$ cat config.mk
export PLATFORM = sky130hd
export DESIGN_NAME = id_stage_pipe
export DESIGN_NICKNAME = d
export VERILOG_FILES = /design/src/rtl/id_stage_pipe.sv
export SDC_FILE = /design/constraint.sdc
export NUM_CORES = 1
export LEC_CHECK = 0
export CORE_AREA = 2 2 156 158
export DETAILED_ROUTE_END_ITERATION = 10
export DIE_AREA = 0 0 158 160
export GPL_TIMING_DRIVEN = 1
export PLACE_DENSITY_LB_ADDON = 0.08
export SLEW_MARGIN = 30
export SYNTH_ARGS = -nofsm -noshare
export SYNTH_HDL_FRONTEND = slang
export SYNTH_SLANG_ARGS = --single-unit
$ cat constraint.sdc
create_clock -name clk -period 6.1 [get_ports clk]
set_input_delay 0.915 -clock clk [delete_from_list [all_inputs] [get_ports clk]]
set_output_delay 0.915 -clock clk [all_outputs]
set_load 0.02 [all_outputs]
$ cat src/rtl/id_stage_pipe.sv
// Registered RV32I decode stage: decode, operand forwarding, load-use stall and the ID/EX register.
// Optional: define ID_ILLEGAL_TRAP_EN to add the registered illegal_o flag.
module id_stage_pipe #(
    parameter int XLEN      = 32,
    parameter int RADDR_W   = 5,
    parameter int FWD_N     = 2,
    parameter int STALL_MAX = 15
) (
    input  logic                     clk,
    input  logic                     rst_n,
    input  logic                     in_valid,
    output logic                     in_ready,
    input  logic [31:0]              inst_i,
    input  logic [XLEN-1:0]          inst_addr_i,
    output logic [RADDR_W-1:0]       rs1_addr_o,
    output logic [RADDR_W-1:0]       rs2_addr_o,
    input  logic [XLEN-1:0]          rs1_data_i,
    input  logic [XLEN-1:0]          rs2_data_i,
    input  logic [FWD_N-1:0]         fwd_wen_i,
    input  logic [FWD_N-1:0]         fwd_is_load_i,
    input  logic [FWD_N*RADDR_W-1:0] fwd_addr_i,
    input  logic [FWD_N*XLEN-1:0]    fwd_data_i,
    input  logic                     flush_i,
    output logic                     out_valid,
    input  logic                     out_ready,
    output logic [31:0]              inst_o,
    output logic [XLEN-1:0]          inst_addr_o,
    output logic [XLEN-1:0]          op1_o,
    output logic [XLEN-1:0]          op2_o,
    output logic [XLEN-1:0]          imm_o,
    output logic [RADDR_W-1:0]       rd_addr_o,
    output logic                     reg_wen_o,
    output logic                     mem_ren_o,
    output logic                     mem_wen_o,
    output logic [3:0]               stall_cnt_o
`ifdef ID_ILLEGAL_TRAP_EN
    ,
    output logic                     illegal_o
`endif
);

    localparam logic [6:0] OPC_OPIMM  = 7'b0010011;
    localparam logic [6:0] OPC_OP     = 7'b0110011;
    localparam logic [6:0] OPC_BRANCH = 7'b1100011;
    localparam logic [6:0] OPC_JAL    = 7'b1101111;
    localparam logic [6:0] OPC_JALR   = 7'b1100111;
    localparam logic [6:0] OPC_LUI    = 7'b0110111;
    localparam logic [6:0] OPC_AUIPC  = 7'b0010111;
    localparam logic [6:0] OPC_LOAD   = 7'b0000011;
    localparam logic [6:0] OPC_STORE  = 7'b0100011;

    typedef enum logic [1:0] {A_ZERO, A_RS, A_PC, A_IMM} op1_sel_t;
    typedef enum logic [1:0] {B_ZERO, B_RS, B_IMM, B_FOUR} op2_sel_t;

    function automatic logic [3:0] sat_inc(input logic [3:0] cnt);
        return (cnt >= 4'(STALL_MAX)) ? 4'(STALL_MAX) : cnt + 4'd1;
    endfunction

    // Lowest-index matching channel wins; result is {data_not_ready, value}.
    function automatic logic [XLEN:0] resolve(
        input logic [RADDR_W-1:0]       addr,
        input logic [XLEN-1:0]          rf,
        input logic [FWD_N-1:0]         wen,
        input logic [FWD_N-1:0]         is_load,
        input logic [FWD_N*RADDR_W-1:0] faddr,
        input logic [FWD_N*XLEN-1:0]    fdata
    );
        logic [XLEN:0] r;
        r = {1'b0, rf};
        for (int k = FWD_N - 1; k >= 0; k--)
            if (wen[k] && faddr[k*RADDR_W +: RADDR_W] == addr)
                r = {is_load[k], fdata[k*XLEN +: XLEN]};
        if (addr == '0)
            r = '0;
        return r;
    endfunction

    logic [6:0] opcode, funct7;
    logic [2:0] funct3;
    logic signed [XLEN-1:0] imm_i, imm_s, imm_b, imm_u, imm_j, imm_sh;

    assign opcode = inst_i[6:0];
    assign funct3 = inst_i[14:12];
    assign funct7 = inst_i[31:25];
    assign imm_i  = XLEN'($signed(inst_i[31:20]));
    assign imm_s  = XLEN'($signed({inst_i[31:25], inst_i[11:7]}));
    assign imm_b  = XLEN'($signed({inst_i[31], inst_i[7], inst_i[30:25], inst_i[11:8], 1'b0}));
    assign imm_u  = XLEN'($signed({inst_i[31:12], 12'b0}));
    assign imm_j  = XLEN'($signed({inst_i[31], inst_i[19:12], inst_i[20], inst_i[30:21], 1'b0}));
    assign imm_sh = XLEN'(inst_i[24:20]);

    logic legal, use_rs1, use_rs2, has_rd, ren_p0, mwen_p0, store_imm;
    op1_sel_t op1_sel;
    op2_sel_t op2_sel;
    logic signed [XLEN-1:0] dec_imm;

    always_comb begin
        legal     = 1'b0;
        use_rs1   = 1'b0;
        use_rs2   = 1'b0;
        has_rd    = 1'b0;
        ren_p0    = 1'b0;
        mwen_p0   = 1'b0;
        store_imm = 1'b0;
        op1_sel   = A_ZERO;
        op2_sel   = B_ZERO;
        dec_imm   = '0;
        case (opcode)
            OPC_OPIMM: begin
                legal   = (funct3 == 3'b001) ? (funct7 == 7'h00) :
                          (funct3 == 3'b101) ? (funct7 == 7'h00 || funct7 == 7'h20) : 1'b1;
                use_rs1 = 1'b1;
                has_rd  = 1'b1;
                op1_sel = A_RS;
                op2_sel = B_IMM;
                dec_imm = (funct3[1:0] == 2'b01) ? imm_sh : imm_i;
            end
            OPC_OP: begin
                legal   = (funct7 == 7'h00) ||
                          (funct7 == 7'h20 && (funct3 == 3'b000 || funct3 == 3'b101));
                use_rs1 = 1'b1;
                use_rs2 = 1'b1;
                has_rd  = 1'b1;
                op1_sel = A_RS;
                op2_sel = B_RS;
            end
            OPC_BRANCH: begin
                legal   = (funct3[2:1] != 2'b01);
                use_rs1 = 1'b1;
                use_rs2 = 1'b1;
                op1_sel = A_RS;
                op2_sel = B_RS;
                dec_imm = imm_b;
            end
            OPC_JAL: begin
                legal   = 1'b1;
                has_rd  = 1'b1;
                op1_sel = A_PC;
                op2_sel = B_FOUR;
                dec_imm = imm_j;
            end
            OPC_JALR: begin
                legal   = (funct3 == 3'b000);
                use_rs1 = 1'b1;
                has_rd  = 1'b1;
                op1_sel = A_PC;
                op2_sel = B_FOUR;
                dec_imm = imm_i;
            end
            OPC_LUI: begin
                legal   = 1'b1;
                has_rd  = 1'b1;
                op1_sel = A_IMM;
                dec_imm = imm_u;
            end
            OPC_AUIPC: begin
                legal   = 1'b1;
                has_rd  = 1'b1;
                op1_sel = A_PC;
                op2_sel = B_IMM;
                dec_imm = imm_u;
            end
            OPC_LOAD: begin
                legal   = (funct3 != 3'b011) && (funct3[2:1] != 2'b11);
                use_rs1 = 1'b1;
                has_rd  = 1'b1;
                ren_p0  = 1'b1;
                op1_sel = A_RS;
                op2_sel = B_IMM;
                dec_imm = imm_i;
            end
            OPC_STORE: begin
                legal     = (funct3[2] == 1'b0) && (funct3[1:0] != 2'b11);
                use_rs1   = 1'b1;
                use_rs2   = 1'b1;
                mwen_p0   = 1'b1;
                store_imm = 1'b1;
                op1_sel   = A_RS;
                op2_sel   = B_IMM;
                dec_imm   = imm_s;
            end
            default: ;
        endcase
        // Anything outside the base set collapses to a NOP.
        if (!legal) begin
            use_rs1   = 1'b0;
            use_rs2   = 1'b0;
            has_rd    = 1'b0;
            ren_p0    = 1'b0;
            mwen_p0   = 1'b0;
            store_imm = 1'b0;
            op1_sel   = A_ZERO;
            op2_sel   = B_ZERO;
            dec_imm   = '0;
        end
    end

    logic [RADDR_W-1:0] rs1_addr, rs2_addr, rd_p0;
    logic wen_p0;

    assign rs1_addr   = use_rs1 ? RADDR_W'(inst_i[19:15]) : '0;
    assign rs2_addr   = use_rs2 ? RADDR_W'(inst_i[24:20]) : '0;
    assign rd_p0      = has_rd ? RADDR_W'(inst_i[11:7]) : '0;
    assign wen_p0     = has_rd && (rd_p0 != '0);
    assign rs1_addr_o = rs1_addr;
    assign rs2_addr_o = rs2_addr;

    logic rs1_ld, rs2_ld;
    logic signed [XLEN-1:0] rs1_val, rs2_val, op1_p0, op2_p0, imm_p0;

    assign {rs1_ld, rs1_val} = resolve(rs1_addr, rs1_data_i, fwd_wen_i, fwd_is_load_i, fwd_addr_i, fwd_data_i);
    assign {rs2_ld, rs2_val} = resolve(rs2_addr, rs2_data_i, fwd_wen_i, fwd_is_load_i, fwd_addr_i, fwd_data_i);

    always_comb begin
        case (op1_sel)
            A_RS:    op1_p0 = rs1_val;
            A_PC:    op1_p0 = inst_addr_i;
            A_IMM:   op1_p0 = dec_imm;
            default: op1_p0 = '0;
        endcase
        case (op2_sel)
            B_RS:    op2_p0 = rs2_val;
            B_IMM:   op2_p0 = dec_imm;
            B_FOUR:  op2_p0 = XLEN'(4);
            default: op2_p0 = '0;
        endcase
        imm_p0 = store_imm ? rs2_val : dec_imm;
    end

    logic vld_p1, hazard, load_en, take;

    assign hazard   = in_valid && (rs1_ld || rs2_ld);
    assign load_en  = out_ready || !vld_p1;
    assign in_ready = load_en && !hazard && !flush_i;
    assign take     = load_en && in_valid && !hazard;

    // ---- ID/EX register boundary ----
    logic [31:0] inst_p1;
    logic [XLEN-1:0] pc_p1;
    logic signed [XLEN-1:0] op1_p1, op2_p1, imm_p1;
    logic [RADDR_W-1:0] rd_p1;
    logic wen_p1, ren_p1, mwen_p1;
    logic [3:0] stall_p1;
`ifdef ID_ILLEGAL_TRAP_EN
    logic illegal_p1;
`endif

    always_ff @(posedge clk or negedge rst_n) begin
        if (!rst_n) begin
            vld_p1   <= 1'b0;
            inst_p1  <= 32'h0000_0013;
            pc_p1    <= '0;
            op1_p1   <= '0;
            op2_p1   <= '0;
            imm_p1   <= '0;
            rd_p1    <= '0;
            wen_p1   <= 1'b0;
            ren_p1   <= 1'b0;
            mwen_p1  <= 1'b0;
            stall_p1 <= '0;
`ifdef ID_ILLEGAL_TRAP_EN
            illegal_p1 <= 1'b0;
`endif
        end else if (flush_i) begin
            vld_p1   <= 1'b0;
            stall_p1 <= '0;
        end else begin
            stall_p1 <= hazard ? sat_inc(stall_p1) : '0;
            if (load_en)
                vld_p1 <= in_valid && !hazard;
            if (take) begin
                inst_p1 <= inst_i;
                pc_p1   <= inst_addr_i;
                op1_p1  <= op1_p0;
                op2_p1  <= op2_p0;
                imm_p1  <= imm_p0;
                rd_p1   <= rd_p0;
                wen_p1  <= wen_p0;
                ren_p1  <= ren_p0;
                mwen_p1 <= mwen_p0;
`ifdef ID_ILLEGAL_TRAP_EN
                illegal_p1 <= !legal;
`endif
            end
        end
    end

    assign out_valid   = vld_p1;
    assign inst_o      = inst_p1;
    assign inst_addr_o = pc_p1;
    assign op1_o       = op1_p1;
    assign op2_o       = op2_p1;
    assign imm_o       = imm_p1;
    assign rd_addr_o   = rd_p1;
    assign reg_wen_o   = wen_p1;
    assign mem_ren_o   = ren_p1;
    assign mem_wen_o   = mwen_p1;
    assign stall_cnt_o = stall_p1;
`ifdef ID_ILLEGAL_TRAP_EN
    assign illegal_o   = illegal_p1;
`endif

endmodule

# Yosys cells after proc, flatten, opt, wreduce, memory -nomap -nowiden
# Cells that the tools add are included.
# word_totals
reg_bits,173
in_bits,211
output_inout_bits,184
word_cells,119
# classes
add_sub_neg,1
n_lt_le_gt_ge,1
eq_ne,27
muxes,37
n_bitwise,2
reduce_logical,40
# ops
cell,count
33-bit two-way mux,6
32-bit one-hot mux with 3 select lines,2
32-bit one-hot mux with 6 select lines,1
32-bit two-way mux,3
7-bit by 6-bit == test with 1-bit output (second input constant),4
7-bit == test (second input constant),3
5-bit == test,4
5-bit two-way mux,3
7-bit by 5-bit == test with 1-bit output (second input constant),2
1-bit logical AND,14
1-bit two-way mux,14
4-bit two-way mux,3
2-bit one-hot mux with 3 select lines,2
5-bit zero test,2
3-bit OR reduction,3
2-bit == test (second input constant),4
2-bit OR reduction,4
7-bit by 2-bit == test with 1-bit output (second input constant),1
7-bit zero test,1
1-bit one-hot mux with 7 select lines,1
7-bit OR reduction,1
2-bit by 1-bit == test with 1-bit output (second input constant),3
6-bit OR reduction,1
1-bit logical OR,5
16 further kinds,21

# Depth between registers and ports, before layout
# Gate-level depths: netlist (run 1).
# logic_depth
word_depth,18
depth_mapped,15
ltp_nobuf,9

# Worst setup path before layout (run 1)
# OpenSTA, ideal clock, no wires.
# synth_timing
path_type,input-to-output
start,input port inst_i[5]
end,output port in_ready
arrival_time_ns,3.175
t_required_ns,5.185
setup_slack_ns,2.010
path_stages,10
n_path_buf,1
path_cell_list,clkbuf_1 > or4bb_1 > nor4_1 > o21a_1 > o41ai_4 > mux2i_2 > nand3_1 > nor3_1 > o21ai_0 > and3b_1
# synth_via
elab_chain_len,15
word_cells_on_any_way,40
cone_classes,eq/ne: 13; mux: 13; reduce/logical: 14
# synth_rtl
item,line,text
from (decl),13,"input logic [31:0] inst_i,"
7-bit by 5-bit == test with 1-bit output (tied with other cells),108,case (opcode)
3-bit OR reduction (no line) / 6-bit OR reduction (equally long branches),-,
1-bit one-hot mux with 7 select lines / 1-bit two-way mux (equally long branches),108,
1-bit two-way mux,185,if (!legal) begin
5-bit two-way mux (on tied branches),"201, 202",
5-bit == test,71,if (wen[k] && faddr[k*RADDR_W +: RADDR_W] == addr)
1-bit logical AND,71,
33-bit two-way mux (2 in series),71,
33-bit two-way mux,73,if (addr == '0)
1-bit logical OR *,232,assign hazard = in_valid && (rs1_ld || rs2_ld);
1-bit logical AND *,232,
1-bit zero test *,234,assign in_ready = load_en && !hazard && !flush_i;
1-bit logical AND * (2 in series),234,
to (decl),12,"output logic in_ready,"
# Every way passes the cells marked *; elsewhere a longest branch is shown, timed or not.

# Worst setup path in the final report (run 1)
# layout_timing
start,input port inst_i[2]
end,output port in_ready
# Same word-level chain as after synthesis.

==> results.sh, run 1 <==
export IMPL_clkTransAtPathRegs_ps=80
export IMPL_cts_root_buf="clkbuf_16"
export IMPL_final_common_cell="clkdlybuf4s50_1"
export IMPL_yosysSeqAreaShare_pct=40.5
export IMPL_die_area_um2=25300
export IMPL_p_total_mw=3.10
export IMPL_routed_top_layer="met4"
export IMPL_die_h_um=160
export IMPL_synth_seq_cells=173
export IMPL_leakagePower_nw=6.57
export IMPL_wl_met3_um=4770
export IMPL_synth_edf_count=0
export IMPL_ios=395
export IMPL_max_vdd_ir_drop_uv=146
export IMPL_p_per_area_nw_per_um2=198
export IMPL_ys_types=72
export IMPL_end_kind="primary output"
export IMPL_async_reset_ff_share_pct=100
export IMPL_cts_tree="yes"
export IMPL_dp_slack_ps=380
export IMPL_cts_hold_buffers=0
export IMPL_synth_top_flop_cell="dfrtp_1"
export IMPL_grt_pass1_wl_um=69300
export IMPL_grt_pass1_vias=11100
export IMPL_antenna_found_initial=4
export IMPL_fill_cells=2070
export IMPL_p_clk_share_pct=35.9
export IMPL_drt_iter0_markers=1224
export IMPL_synth_nets=1327
export IMPL_vias=11300
export IMPL_postSynthCellCount=1115
export IMPL_worstPathMaxFanout=9
export IMPL_dr_wl_met2_um=21600
export IMPL_setup_worst_path_start_class="input pin"
export IMPL_yosys_warnings=0
export IMPL_finClkSkew_ps=16.7
export IMPL_seqPwrFrac_pct=40.9
export IMPL_combPwrFrac_pct=23.1
export IMPL_detailed_place_hpwl_um=33900
export IMPL_cts_resized=0
export IMPL_final_cell_mix="clkdlybuf4s50_1 (393), dfrtp_1 (170), mux2_2 (107)"
export IMPL_slew_headroom_pct=31.1
export IMPL_fin_ws_ps=287
export IMPL_h_tree_depth=4
export IMPL_p_int_mw=2.14
export IMPL_drc=0
export IMPL_chipWidth_um=158
export IMPL_cts_setup_buffers=0
export IMPL_report_final_slew_viol_count=0
export IMPL_core_area_um2=23800
export IMPL_max_freq_mhz=172
export IMPL_hold_class="in -> async"
export IMPL_wl_met1_um=19000
export IMPL_dr_pass1_iters=9
export IMPL_hold_viol_final=0
export IMPL_worstMarginPinSlew_ps=1030
export IMPL_routedWlPerCell_um=25.9
export IMPL_grt_max_degree=68
export IMPL_cts_buffer_depth=2
export IMPL_crit_type="in -> out"
export IMPL_cts_buffers=17
export IMPL_arrival_ps=4900
export IMPL_min_period_ps=5810
export IMPL_numClockSinks=173
export IMPL_status="finished clean"
export IMPL_initial_core_util_pct=44.9
export IMPL_nets=1678
export IMPL_finish_utilization_pct=65.6
export IMPL_syn_to_final_growth_pct=46.0
export IMPL_setup_viol=0
export IMPL_period_share_pct=95.3
export IMPL_drive_gt1_share_pct=14.3
export IMPL_grt_total_usage_pct=36.5
export IMPL_swShare_pct=30.8
export IMPL_row_count=57
export IMPL_cap_violations=0
export IMPL_critPathRequiredTime_ps=5180
export IMPL_timing_setup_tns_ps=0
export IMPL_totalWireLength_um=46800
export IMPL_gr_total_overflow=0
export IMPL_grt_setup_unrepaired="no"
export IMPL_p_switching_mw=0.953
export IMPL_place_congestion=0.943
export IMPL_clock_latency_ps=450
export IMPL_via_per_inst=6.25
export IMPL_syn_avg_cell_area_um2=9.59
export IMPL_final_antenna_net_count=0
export IMPL_io_buffer_count=394
export IMPL_syn_cell_area_um2=10700
[power by group through the flow]
stage                     logic (mW)  clock network, mW  registers, mW
after floorplan                0.186                  0           1.39
after global placement         0.705                  0           1.29
after detailed placement       0.710                  0           1.29
after CTS                      0.714               1.12           1.27
after global routing           0.750               1.17           1.28
final                          0.716               1.11           1.27
[synth_stat cells (22+ instances only)]
| master | instances | area share (%) |
|---|---|---|
| buf_2 | 23 | 1.1 |
| dfrtp_1 | 170 | 40 |
| and3_1 | 52 | 3.0 |
| nor2_1 | 56 | 2.0 |
| mux2i_1 | 26 | 2.4 |
| clkbuf_1 | 66 | 2.3 |
| a221oi_1 | 28 | 2.3 |
| o21ai_0 | 52 | 2.4 |
| nand3_1 | 78 | 3.7 |
| inv_1 | 31 | 1.1 |
| a21oi_1 | 27 | 1.3 |
| nand2_1 | 90 | 3.2 |
| a22o_1 | 31 | 2.5 |
| a21o_1 | 22 | 1.5 |
| mux2_2 | 107 | 11 |
| o31ai_1 | 50 | 3.5 |
[metrics by stage]
step	area [µm²]	hold WS, ps	std cells
final	15600	460	1805
after global routing	15600	504	1805
after CTS	15600	482	1803
after detailed placement	15000	481	1771
after global placement	15000	475	1770
after floorplan	10700	605	1115
[area by class of cell]
type | instances | area, µm² | share of cell area [%]
Clock buffer | 18 | 439 | 2.81
Antenna cell | 2 | 5.00 | 0.0320
Timing Repair Buffer | 432 | 4270 | 27.3
Clock inverter | 14 | 144 | 0.921
Sequential cell | 173 | 4330 | 27.7
Multi-Input combinational cell | 811 | 5910 | 37.8
Tap cell | 324 | 405 | 2.60
Inverter | 31 | 116 | 0.745
[critical path: stages]
cell and delay, ps:
clkdlybuf4s50_1 610, or2_1 200, or2_0 330, nor2_1 210, o41ai_4 860, mux2i_4 350
nand3_1 130, nor3_1 260, o21ai_0 250, and3b_1 240, clkdlybuf4s50_1 530
[flip-flops by register name, summed over array words and instances (netlist names)]
signal       count
mem_wen_o        1
inst_o          32
rd_addr_o        5
inst_addr_o     32
stall_cnt_o      4
op2_o           32
reg_wen_o        1
out_valid        1
op1_o           32
imm_o           32
mem_ren_o        1
[routing by layer]
layer  GRT usage, %  up-vias
li1               -     4947
met1           48.8     5500
met2           58.0      732
met3           8.82       97
met4           12.1        0
met5              0        -
[path summary, 6_finish.rpt]
check	start	depth (start not counted)	slack (ps)	endpoint
max	inst_i[2]	11	290	in_ready
min	rst_n	1	460	inst_o[9]$_DFFE_PN0P_
max reg2reg	out_valid$_DFFE_PN0P_	5	3930	inst_o[25]$_DFFE_PN0P_
min reg2reg	inst_addr_o[1]$_DFFE_PN0P_	1	500	inst_addr_o[1]$_DFFE_PN0P_
max in group asynchronous	rst_n	2	4450	op1_o[5]$_DFFE_PN0P_
min in group clk	inst_addr_o[1]$_DFFE_PN0P_	1	500	inst_addr_o[1]$_DFFE_PN0P_
[kinds of logic after synthesis]
family	after synthesis	synth area share (%)
DFF	173	40.5
muxes	145	15.0
adders and majority gates	1	0.117
xor gates and xnor gates	7	0.573
AOI/OAI and AO/OA	310	22.2
and+or+nand+nor	348	16.3
buffers and inverters	131	5.32
Power figures use the tool's default switching activity.
==> inputs of run 2 (changes only) <==
--- a/config.mk
+++ b/config.mk
@@ -9,7 +9,7 @@
 export DETAILED_ROUTE_END_ITERATION = 10
 export DIE_AREA = 0 0 158 160
 export GPL_TIMING_DRIVEN = 1
-export PLACE_DENSITY_LB_ADDON = 0.08
+export PLACE_DENSITY = 0.89
 export SLEW_MARGIN = 30
 export SYNTH_ARGS = -nofsm -noshare
 export SYNTH_HDL_FRONTEND = slang
==> results.sh, run 2 (synthesis results as in run 1) <==
export IMPL_cts_hold_buffers=0
export IMPL_final_common_cell="clkdlybuf4s50_1"
export IMPL_cts_tree="yes"
export IMPL_end_kind="primary output"
export IMPL_p_clk_share_pct=36.2
export IMPL_crit_top_cell="clkdlybuf4s50_1"
export IMPL_io_buffer_count=394
export IMPL_setup_viol=0
export IMPL_numClockSinks=173
export IMPL_timing_setup_tns_ps=0
export IMPL_arrival_ps=4800
export IMPL_syn_to_final_growth_pct=46.2
export IMPL_row_count=57
export IMPL_critPathRequiredTime_ps=5180
export IMPL_setup_worst_path_start_class="input pin"
export IMPL_hold_viol_final=0
export IMPL_postPlaceCellArea_um2=15000
export IMPL_place_congestion=0.929
export IMPL_report_final_slew_viol_count=0
export IMPL_rrSetupSlack_ps=3780
export IMPL_period_share_pct=93.7
export IMPL_clock_latency_ps=440
export IMPL_worstMarginPinSlew_ps=1070
export IMPL_h_tree_depth=4
export IMPL_slowest_delay_ps=700
export IMPL_slew_headroom_pct=28.8
export IMPL_final_cell_mix="clkdlybuf4s50_1 (393), dfrtp_1 (170), mux2_2 (107)"
export IMPL_via_per_inst=6.48
export IMPL_gr_total_overflow=0
export IMPL_leakagePower_nw=6.59
export IMPL_max_freq_mhz=175
export IMPL_grt_setup_unrepaired="no"
export IMPL_hold_class="in -> async"
export IMPL_grt_total_usage_pct=37.3
export IMPL_ff2ff_path_depth=5
export IMPL_timing_rr_start="out_valid$_DFFE_PN0P_"
export IMPL_chipWidth_um=158
export IMPL_swShare_pct=29.7
export IMPL_max_vdd_ir_drop_uv=187
export IMPL_worstPathCellList="clkdlybuf4s50_1, nand4b_1, nor3_1, o21a_1, nor4_2, o22ai_1, nand4_1, nand3_1, o21ai_0, and3b_1, clkdlybuf4s50_1"
export IMPL_totalWireLength_um=48000
export IMPL_ios=395
export IMPL_p_per_area_nw_per_um2=201
export IMPL_final_antenna_net_count=0
export IMPL_detailed_place_hpwl_um=36000
export IMPL_seqPwrFrac_pct=40.5
export IMPL_cts_buffers=17
export IMPL_routedWlPerCell_um=26.6
export IMPL_fill_cells=1912
export IMPL_combPwrFrac_pct=23.3
export IMPL_nets=1682
export IMPL_crit_slowest_cell="clkdlybuf4s50_1"
export IMPL_die_area_um2=25300
export IMPL_worstPathMaxFanout=12
export IMPL_crit_type="in -> out"
export IMPL_status="finished clean"
export IMPL_core_area_um2=23800
export IMPL_drt_iter0_markers=1573
export IMPL_drc=0
export IMPL_antenna_found_initial=0
export IMPL_dr_pass1_iters=9
export IMPL_initial_core_util_pct=44.9
export IMPL_finClkSkew_ps=11.7
export IMPL_cts_setup_buffers=0
export IMPL_grt_max_degree=79
export IMPL_r2r_end="inst_o[30]$_DFFE_PN0P_"
export IMPL_cts_buffer_depth=2
export IMPL_die_h_um=160
export IMPL_vias=11700
export IMPL_drive_gt1_share_pct=14.5
export IMPL_clkTransAtPathRegs_ps=70
export IMPL_p_switching_mw=0.933
export IMPL_grt_pass1_wl_um=70800
export IMPL_p_int_mw=2.20
export IMPL_insertedDiodeCount=0
export IMPL_cts_root_buf="clkbuf_16"
export IMPL_cts_resized=0
export IMPL_design_area_um2=15600
export IMPL_min_period_ps=5720
export IMPL_grt_pass1_vias=11300
export IMPL_cap_violations=0
## run 2: power groups by stage
stage                     combinational, mW  sequential (mW)  clock [mW]
final                                 0.730             1.27        1.14
after floorplan                       0.186             1.39           0
after global routing                  0.759             1.28        1.18
after detailed placement              0.721             1.29           0
after CTS                             0.725             1.27        1.14
after global placement                0.713             1.29           0
## run 2: area by class of cell
class                      instances  area [µm²]  area share (%)
multi-input combinational        811        5900            37.8
sequential                       173        4330            27.7
timing repair buffer             436        4290            27.5
clock buffer                      18         429            2.75
tap                              324         405            2.59
clock inverter                    13         153           0.977
inverter                          31         116           0.744
## run 2: worst max-delay path by stage
stage	from	endpoint	slack, ps	cells after the start
floorplan	inst_i[5]	in_ready	2010	10
global placement	inst_i[5]	in_ready	530	12
detailed placement	inst_i[26]	inst_o[30]$_DFFE_PN0P_	410	13
CTS	inst_i[4]	in_ready	540	11
global route	inst_i[2]	in_ready	240	11
finish	inst_i[4]	in_ready	380	11
## run 2: metrics by stage
step / hold WS (ps) / setup slack [ps] / utilization (%) / power (mW) / cells
floorplan: 605 / 2010 / - / 1.57 / 1115
global placement: 473 / 529 / 63.1 / 2.00 / 1775
detailed placement: 481 / 408 / 63.1 / 2.01 / 1775
CTS: 496 / 544 / 65.6 / 3.14 / 1806
global route: 503 / 236 / 65.6 / 3.22 / 1806
finish: 492 / 383 / 65.6 / 3.14 / 1806
## run 2: per-layer routing
metal / up-vias / routed length (µm) / global-route usage (%)
met5: - / 0 / 0
met3: 177 / 5420 / 9.44
li1: 4964 / - / -
met2: 957 / 22100 / 59.1
met1: 5613 / 18200 / 48.2
met4: 0 / 2310 / 16.4
## run 2: worst max-delay path: cells and delay by family
family | cells | cell delay (ps)
AND/OR/NAND/NOR | 6 | 1630
buffers and inverters | 2 | 1300
AO/OA/AOI/OAI | 3 | 960
